File: src/rtl/pc_seq_pkg.sv
// pc_seq_pkg: shared types and helpers for the pc_sequencer block.
// Optional build macro used by pc_sequencer: PC_SEQ_SINGLE_STEP_EN.
package pc_seq_pkg;

    typedef enum logic [1:0] {
        ST_RUN   = 2'd0,
        ST_PAUSE = 2'd1,
        ST_HALT  = 2'd2
    } seq_state_e;

    // Phase bit indices; the commit phase is always the MSB of the phase vector.
    localparam int PH_FETCH = 0;

    // Widest PC the helper below can handle.
    localparam int MAX_W = 64;

    // Sign-extend an off_w-bit instruction offset and scale it to a byte offset.
    function automatic logic [MAX_W-1:0] sext_shift(input logic [MAX_W-1:0] off,
                                                    input int               off_w,
                                                    input int               shift);
        logic [MAX_W-1:0] t;
        t = off << (MAX_W - off_w);
        t = $signed(t) >>> (MAX_W - off_w);
        return t << shift;
    endfunction

endpackage

File: src/rtl/return_addr_stack.sv
// return_addr_stack: circular return-address stack with occupancy counter.
// A push while full overwrites the oldest entry; a pop while empty leaves the
// stack untouched. Both cases are reported as single-cycle pulses.
module return_addr_stack
    import pc_seq_pkg::*;
#(
    parameter int ADDR_W    = 16,
    parameter int RAS_DEPTH = 8
) (
    input  logic              clk,
    input  logic              reset,
    input  logic              push_i,
    input  logic              pop_i,
    input  logic [ADDR_W-1:0] push_data_i,
    output logic [ADDR_W-1:0] top_o,
    output logic              overflow_o,
    output logic              underflow_o
);

    localparam int PTR_W = $clog2(RAS_DEPTH);
    localparam int CNT_W = PTR_W + 1;
    localparam logic [CNT_W-1:0] CNT_FULL = CNT_W'(RAS_DEPTH);

    logic [ADDR_W-1:0] mem_q [RAS_DEPTH];
    logic [PTR_W-1:0]  wr_ptr_q;
    logic [PTR_W-1:0]  rd_ptr;
    logic [CNT_W-1:0]  count_q;
    logic              full;
    logic              empty;

    assign full        = (count_q == CNT_FULL);
    assign empty       = (count_q == '0);
    assign rd_ptr      = wr_ptr_q - PTR_W'(1);
    assign top_o       = mem_q[rd_ptr];
    assign overflow_o  = push_i & full;
    assign underflow_o = pop_i & empty;

    // Entry storage; write slot wraps so a full push lands on the oldest entry.
    always_ff @(posedge clk) begin
        if (push_i) begin
            mem_q[wr_ptr_q] <= push_data_i;
        end
    end

    // Write pointer and occupancy; push has priority over pop.
    always_ff @(posedge clk) begin
        if (reset) begin
            wr_ptr_q <= '0;
            count_q  <= '0;
        end else if (push_i) begin
            wr_ptr_q <= wr_ptr_q + PTR_W'(1);
            if (!full) begin
                count_q <= count_q + CNT_W'(1);
            end
        end else if (pop_i && !empty) begin
            wr_ptr_q <= rd_ptr;
            count_q  <= count_q - CNT_W'(1);
        end
    end

endmodule

File: src/rtl/pc_sequencer.sv
// pc_sequencer: one-hot N-phase cycle generator and program counter with a
// return-address stack, IO-wait pause/resume, halt, and sticky stack flags.
// Optional build macro PC_SEQ_SINGLE_STEP_EN adds step_mode/step_btn: every
// commit then parks in PAUSE until a step_btn rising edge.
//
// state    | meaning
// ST_RUN   | phases advance on step_en; PC updates at commit
// ST_PAUSE | parked at commit; io pause waits for io_ack edge then commits,
//          | single-step pause (commit already done) waits for step_btn edge
// ST_HALT  | frozen until reset
module pc_sequencer
    import pc_seq_pkg::*;
#(
    parameter int              ADDR_W      = 16,
    parameter int              PHASES      = 4,
    parameter int              INSTR_BYTES = 4,
    parameter int              OFF_SHIFT   = 2,
    parameter int              RAS_DEPTH   = 8,
    parameter logic [ADDR_W-1:0] RESET_PC  = '0
) (
    input  logic              clk,
    input  logic              reset,
    input  logic              step_en,
    output logic [PHASES-1:0] phase,
    input  logic              halt,
    input  logic              io_wait,
    input  logic              io_ack,
    input  logic              branch,
    input  logic [ADDR_W-1:0] branch_off,
    input  logic              jump,
    input  logic [ADDR_W-1:0] jump_target,
    input  logic              call,
    input  logic              ret,
`ifdef PC_SEQ_SINGLE_STEP_EN
    input  logic              step_mode,
    input  logic              step_btn,
`endif
    output logic [ADDR_W-1:0] pc,
    output logic              halted,
    output logic              paused,
    output logic              ras_overflow,
    output logic              ras_underflow
);

    localparam logic [PHASES-1:0] PH_FIRST = PHASES'(1) << PH_FETCH;

    seq_state_e        state_q;
    logic [PHASES-1:0] phase_q;
    logic [ADDR_W-1:0] pc_q;
    logic [ADDR_W-1:0] pc_d;
    logic              halted_q;
    logic              paused_q;
    logic              ras_overflow_q;
    logic              ras_underflow_q;
    logic              io_ack_q;

    logic              at_commit;
    logic              io_edge;
    logic              run_commit;
    logic              io_resume;
    logic              commit;
    logic              ras_push;
    logic              ras_pop;
    logic [ADDR_W-1:0] ras_top;
    logic              ras_ovf_pulse;
    logic              ras_unf_pulse;
    logic [ADDR_W-1:0] pc_inc;
    logic [ADDR_W-1:0] br_delta;

`ifdef PC_SEQ_SINGLE_STEP_EN
    logic              step_pause_q;
    logic              step_btn_q;
    logic              step_edge;
    logic              step_resume;
`endif

    assign at_commit  = phase_q[PHASES-1];
    assign io_edge    = io_ack & ~io_ack_q;
    assign run_commit = (state_q == ST_RUN) & step_en & at_commit & ~halt & ~io_wait;

`ifdef PC_SEQ_SINGLE_STEP_EN
    assign step_edge   = step_btn & ~step_btn_q;
    assign io_resume   = (state_q == ST_PAUSE) & ~step_pause_q & io_edge;
    assign step_resume = (state_q == ST_PAUSE) & step_pause_q & step_edge;
`else
    assign io_resume   = (state_q == ST_PAUSE) & io_edge;
`endif

    assign commit   = run_commit | io_resume;
    // ret outranks call, so a combined call+ret never pushes.
    assign ras_push = commit & call & ~ret;
    assign ras_pop  = commit & ret;

    assign pc_inc   = pc_q + ADDR_W'(INSTR_BYTES);
    assign br_delta = ADDR_W'(sext_shift(MAX_W'(branch_off), ADDR_W, OFF_SHIFT));

    return_addr_stack #(
        .ADDR_W    (ADDR_W),
        .RAS_DEPTH (RAS_DEPTH)
    ) u_ras (
        .clk         (clk),
        .reset       (reset),
        .push_i      (ras_push),
        .pop_i       (ras_pop),
        .push_data_i (pc_inc),
        .top_o       (ras_top),
        .overflow_o  (ras_ovf_pulse),
        .underflow_o (ras_unf_pulse)
    );

    // PC value loaded at a commit, by control priority.
    always_comb begin
        pc_d = pc_inc;
        if (ret) begin
            pc_d = ras_unf_pulse ? pc_inc : ras_top;
        end else if (call || jump) begin
            pc_d = jump_target;
        end else if (branch) begin
            pc_d = pc_q + br_delta;
        end
    end

    // Sequencer state, phase, PC and sticky flags.
    always_ff @(posedge clk) begin
        if (reset) begin
            state_q         <= ST_RUN;
            phase_q         <= PH_FIRST;
            pc_q            <= RESET_PC;
            halted_q        <= 1'b0;
            paused_q        <= 1'b0;
            ras_overflow_q  <= 1'b0;
            ras_underflow_q <= 1'b0;
            io_ack_q        <= 1'b0;
`ifdef PC_SEQ_SINGLE_STEP_EN
            step_pause_q    <= 1'b0;
            step_btn_q      <= 1'b0;
`endif
        end else begin
            io_ack_q <= io_ack;
`ifdef PC_SEQ_SINGLE_STEP_EN
            step_btn_q <= step_btn;
`endif
            if (ras_ovf_pulse) begin
                ras_overflow_q <= 1'b1;
            end
            if (ras_unf_pulse) begin
                ras_underflow_q <= 1'b1;
            end

            case (state_q)
                ST_RUN: begin
                    if (step_en) begin
                        if (!at_commit) begin
                            phase_q <= phase_q << 1;
                        end else if (halt) begin
                            state_q  <= ST_HALT;
                            halted_q <= 1'b1;
                        end else if (io_wait) begin
                            state_q  <= ST_PAUSE;
                            paused_q <= 1'b1;
`ifdef PC_SEQ_SINGLE_STEP_EN
                            step_pause_q <= 1'b0;
`endif
                        end else begin
                            pc_q <= pc_d;
`ifdef PC_SEQ_SINGLE_STEP_EN
                            if (step_mode) begin
                                state_q      <= ST_PAUSE;
                                paused_q     <= 1'b1;
                                step_pause_q <= 1'b1;
                            end else begin
                                phase_q <= PH_FIRST;
                            end
`else
                            phase_q <= PH_FIRST;
`endif
                        end
                    end
                end

                ST_PAUSE: begin
`ifdef PC_SEQ_SINGLE_STEP_EN
                    if (step_resume) begin
                        state_q      <= ST_RUN;
                        paused_q     <= 1'b0;
                        step_pause_q <= 1'b0;
                        phase_q      <= PH_FIRST;
                    end else if (io_resume) begin
                        pc_q <= pc_d;
                        if (step_mode) begin
                            step_pause_q <= 1'b1;
                        end else begin
                            state_q  <= ST_RUN;
                            paused_q <= 1'b0;
                            phase_q  <= PH_FIRST;
                        end
                    end
`else
                    if (io_resume) begin
                        pc_q     <= pc_d;
                        state_q  <= ST_RUN;
                        paused_q <= 1'b0;
                        phase_q  <= PH_FIRST;
                    end
`endif
                end

                ST_HALT: begin
                end

                default: begin
                    state_q <= ST_RUN;
                end
            endcase
        end
    end

    assign phase         = phase_q;
    assign pc            = pc_q;
    assign halted        = halted_q;
    assign paused        = paused_q;
    assign ras_overflow  = ras_overflow_q;
    assign ras_underflow = ras_underflow_q;

endmodule
File: config.mk
export PLATFORM = sky130hd
export DESIGN_NAME = pc_sequencer
export DESIGN_NICKNAME = d
export VERILOG_FILES = /design/src/rtl/pc_seq_pkg.sv /design/src/rtl/return_addr_stack.sv /design/src/rtl/pc_sequencer.sv
export SDC_FILE = /design/constraint.sdc
export NUM_CORES = 1
export LEC_CHECK = 0
export CAP_MARGIN = 10
export CORE_UTILIZATION = 30
export DETAILED_ROUTE_END_ITERATION = 7
export PLACE_DENSITY = 0.49
export SLEW_MARGIN = 20
export SYNTH_ARGS = -nofsm -noshare
export SYNTH_HDL_FRONTEND = slang
export SYNTH_SLANG_ARGS = --single-unit
export TNS_END_PERCENT = 1
File: constraint.sdc
create_clock -name clk -period 11.15 [get_ports clk]
set_input_delay 2.7875 -clock clk [delete_from_list [all_inputs] [get_ports clk]]
set_output_delay 2.7875 -clock clk [all_outputs]
set_load 0.005 [all_outputs]
==> impl_metrics.yaml <==
outcome:
  run_status: "completed"
timing:
  finalHoldViolations: 0
  max-slew-margin-rel: 0.337
  share_of_the_clock_period_used_by_the_worst_path_after_layout: 0.523
  slew_violations: 0
  setup_viol: 0
  clock.fmax_mhz: 171
  grt_setup_unrepaired: "false"
  tightest_slew_ns: 0.991
  minimum_period_implied_by_the_final_worst_setup_slack_ns: 5.83
  tns_ns: 0
  worst_clock_skew_ns: 0.0121
power:
  power_density_mw_per_mm2: 134
  ir_worst_vdd_mv: 0.0947
  p_leak_nw: 3.10
route:
  average_wire_per_cell_in_the_routed_design_microns: 19.2
  drc: 0
  detailedRoute.firstPassIterationCount: 5
  drtAntennaViolNets: 0
  routed_wirelength_microns: 18800
  post_drt_via_cell_ratio: 5.11
  dr.first_iter.drc_count: 403
  vias: 5011
floorplan:
  core_area_sq_mm: 0.0252
  dieWidth_microns: 162
  die_h_microns: 162
  start_util: 0.305
  floorplan.io_pins: 66
  design.die.area_sq_mm: 0.0263
  num_rows: 58
synthesis:
  netlist_area_before_placement_sq_mm: 0.00769
  synth-seq-cells: 162
  ys_warn_count: 0
  synthesis.area_per_instance_sq_um: 13.3
  synth_enable_flop_cells: 128
  post_synth_inst_count: 578
  post_synthesis_cell_type_count: 64
  mappedNetlistNets: 640
  seq_area_frac_synth: 0.588
  top_ff_cell_synth: "sky130_fd_sc_hd__edfxtp_1"
  synth_async_sr_flop_share: 0
clock_tree:
  numClockSinks: 162
  tritoncts: "yes"
  numCtsBuffers: 17
  clk-insertion-delay-late_ns: 0.43
  postCtsResizedCells: 0
  post_cts_hold_buffer_count: 0
  cts_htree_levels: 4
  cts.path.max_buffers: 2
  cts_setup_buffers: 0
  clock_slew_seen_by_the_registers_of_the_worst_setup_and_hold_paths_ns: 0.07
  cts_root_buffer: "sky130_fd_sc_hd__clkbuf_16"
worst_setup_path:
  r2r.worst_path.cells: 9
  worst-r2r-setup-slack_ns: 7.50
  worst_setup_path_endpoint: "u_ras.count_q[3]"
  path_class: "in2reg"
  cp_max_fanout: 38
  crit_path_cell_trace: "clkdlybuf4s50_1, or3b_1, a221oi_4, buf_4, and2_2, inv_1, ha_1, a21o_1, a21oi_1, xnor2_1, or3_1, a21oi_1"
  cell_mode_on_critical_path: "sky130_fd_sc_hd__a21oi_1"
  setup.worst_path.start: "halt"
  critical_path_required_ns: 11.50
  timing.rr.start: "u_ras.wr_ptr_q[0]"
  startpoint_type: "input pin"
  crit_path_top_delay_cell: "sky130_fd_sc_hd__clkdlybuf4s50_1"
  timing.critical_path.slowest_cell_delay_ns: 0.47
  rr_endpoint: "pc[14]"
  timing.critical_path.to_type: "register"
  crit_arrival_ns: 6.19
global_routing:
  grt_max_degree: 39
  overflow: 0
  grt_pass1_wl_microns: 29200
  globalRouteTotalUtil: 0.149
  number_of_global_route_vias_before_repair: 5128
  grt_antenna_before_repair: 0
final_layout:
  postLayoutCoreUtil: 0.369
  antenna-diode-count: 0
  final_net_count: 700
  layout.cells.most_common_list: "sky130_fd_sc_hd__edfxtp_1, sky130_fd_sc_hd__clkdlybuf4s50_1, sky130_fd_sc_hd__nor2_1, sky130_fd_sc_hd__nand2_1, sky130_fd_sc_hd__dfxtp_1"
  syn_to_layout_area_delta_pct: 21.0
  mostFrequentLayoutCell: "sky130_fd_sc_hd__edfxtp_1"
  drive_gt1_frac: 0.143
hold_path:
  hold_path_class: "reg2reg"
placed_design:
  io_buffer_count: 63
  gp_routability_congestion: 0.817
  post-dp-hpwl_microns: 12200
run:
  count_of_maximum_capacitance_violations: 0
through the flow:
| step | setup WS [ns] | total power [mW] | instance area, sq um | hold slack [ns] | std cells |
|---|---|---|---|---|---|
| 2_1_floorplan | 5.38 | 0.686 | 7690 | 0.438 | 578 |
| 3_3_place_gp | 4.93 | 0.712 | 8730 | 0.440 | 948 |
| 3_5_place_dp | 4.88 | 0.712 | 8730 | 0.437 | 948 |
| 4_1_cts | 5.32 | 1.26 | 9290 | 0.448 | 980 |
| 5_1_grt | 5.08 | 1.29 | 9300 | 0.478 | 981 |
| 6_report | 5.32 | 1.25 | 9300 | 0.450 | 981 |
power breakdown:
part / internal [mW] / switching, mW
logic: 0.0262 / 0.0262
registers: 0.645 / 0.00196
clock network: 0.292 / 0.256
total: 0.963 / 0.285
synth_stat cells, types with 2 or more instances:
cell type | number | area share
sky130_fd_sc_hd__a211oi_1 | 9 | 0.0088
sky130_fd_sc_hd__a21o_1 | 6 | 0.0059
sky130_fd_sc_hd__a21oi_1 | 30 | 0.020
sky130_fd_sc_hd__a221oi_1 | 2 | 0.0023
sky130_fd_sc_hd__a22oi_1 | 2 | 0.0020
sky130_fd_sc_hd__a311oi_1 | 3 | 0.0034
sky130_fd_sc_hd__a31oi_1 | 9 | 0.0073
sky130_fd_sc_hd__buf_2 | 9 | 0.0059
sky130_fd_sc_hd__buf_4 | 6 | 0.0059
sky130_fd_sc_hd__clkbuf_1 | 18 | 0.0088
sky130_fd_sc_hd__dfxtp_1 | 34 | 0.089
sky130_fd_sc_hd__edfxtp_1 | 128 | 0.50
sky130_fd_sc_hd__fa_1 | 2 | 0.0052
sky130_fd_sc_hd__ha_1 | 18 | 0.029
sky130_fd_sc_hd__inv_1 | 11 | 0.0054
sky130_fd_sc_hd__mux2_2 | 3 | 0.0044
sky130_fd_sc_hd__mux2i_1 | 14 | 0.018
sky130_fd_sc_hd__mux4_2 | 32 | 0.094
sky130_fd_sc_hd__nand2_1 | 41 | 0.020
sky130_fd_sc_hd__nand2b_1 | 6 | 0.0049
sky130_fd_sc_hd__nand3_1 | 13 | 0.0085
sky130_fd_sc_hd__nand3b_1 | 4 | 0.0039
sky130_fd_sc_hd__nand4_1 | 3 | 0.0024
sky130_fd_sc_hd__nor2_1 | 44 | 0.021
sky130_fd_sc_hd__nor2b_1 | 5 | 0.0041
sky130_fd_sc_hd__nor3_1 | 20 | 0.013
sky130_fd_sc_hd__nor3b_1 | 3 | 0.0029
sky130_fd_sc_hd__nor4_1 | 3 | 0.0024
sky130_fd_sc_hd__o211ai_1 | 15 | 0.015
sky130_fd_sc_hd__o21a_1 | 2 | 0.0020
sky130_fd_sc_hd__o21ai_0 | 18 | 0.012
sky130_fd_sc_hd__o21bai_1 | 4 | 0.0039
sky130_fd_sc_hd__o22ai_1 | 5 | 0.0041
sky130_fd_sc_hd__o2bb2ai_1 | 2 | 0.0023
sky130_fd_sc_hd__o311a_1 | 2 | 0.0026
sky130_fd_sc_hd__or2_2 | 2 | 0.0016
sky130_fd_sc_hd__or3_1 | 3 | 0.0024
sky130_fd_sc_hd__xnor2_1 | 10 | 0.011
sky130_fd_sc_hd__xor2_1 | 12 | 0.014
worst max-delay path, delay by kind of cell:
| kind | cells | cell delay [ns] |
|---|---|---|
| AOI/OAI and AO/OA | 4 | 0.76 |
| xor gates and xnor gates | 1 | 0.09 |
| adders and majority gates | 1 | 0.38 |
| buffers and inverters | 3 | 1.12 |
| and+or+nand+nor | 3 | 1.04 |
logic make-up (layout without fill, tap and decap cells):
logic type	Yosys count	count (layout)	share of synthesized area
AOI/OAI and AO/OA	120	120	0.106
muxes	49	49	0.116
DFF	162	162	0.588
buffers and inverters	44	117	0.0259
xor gates and xnor gates	23	23	0.0272
adders and majority gates	20	20	0.0345
and+or+nand+nor	160	160	0.102
metal layers:
layer | global-route usage | wire length [microns]
met4 | 0.0570 | 235
met1 | 0.199 | 8790
met3 | 0.0204 | 647
met2 | 0.246 | 9130
met5 | 0 | 0
registers in the layout, indices dropped and copies added (netlist names):
name,cells
u_ras.wr_ptr_q,3
state_q,2
pc,16
halted,1
paused,1
phase,4
ras_overflow,1
u_ras.mem_q,128
u_ras.count_q,4
ras_underflow,1
io_ack_q,1
final cells by class:
class,instances,area (sq um)
Multi-Input combinational cell,372,3050
Fill cell,2405,15900
Clock buffer,18,429
Inverter,11,41.3
Timing Repair Buffer,74,721
Clock inverter,14,126
Sequential cell,162,4530
Tap cell,330,413
worst min path at each step:
stage	cells after the start	start	end	slack [ns]
2_1_floorplan	2	paused	paused	0.44
3_3_place_gp	2	paused	paused	0.44
3_5_place_dp	2	paused	paused	0.44
4_1_cts	2	paused	paused	0.45
5_1_grt	2	paused	paused	0.48
6_report	2	paused	paused	0.45
No activity file was read; power rests on OpenSTA's default activity.
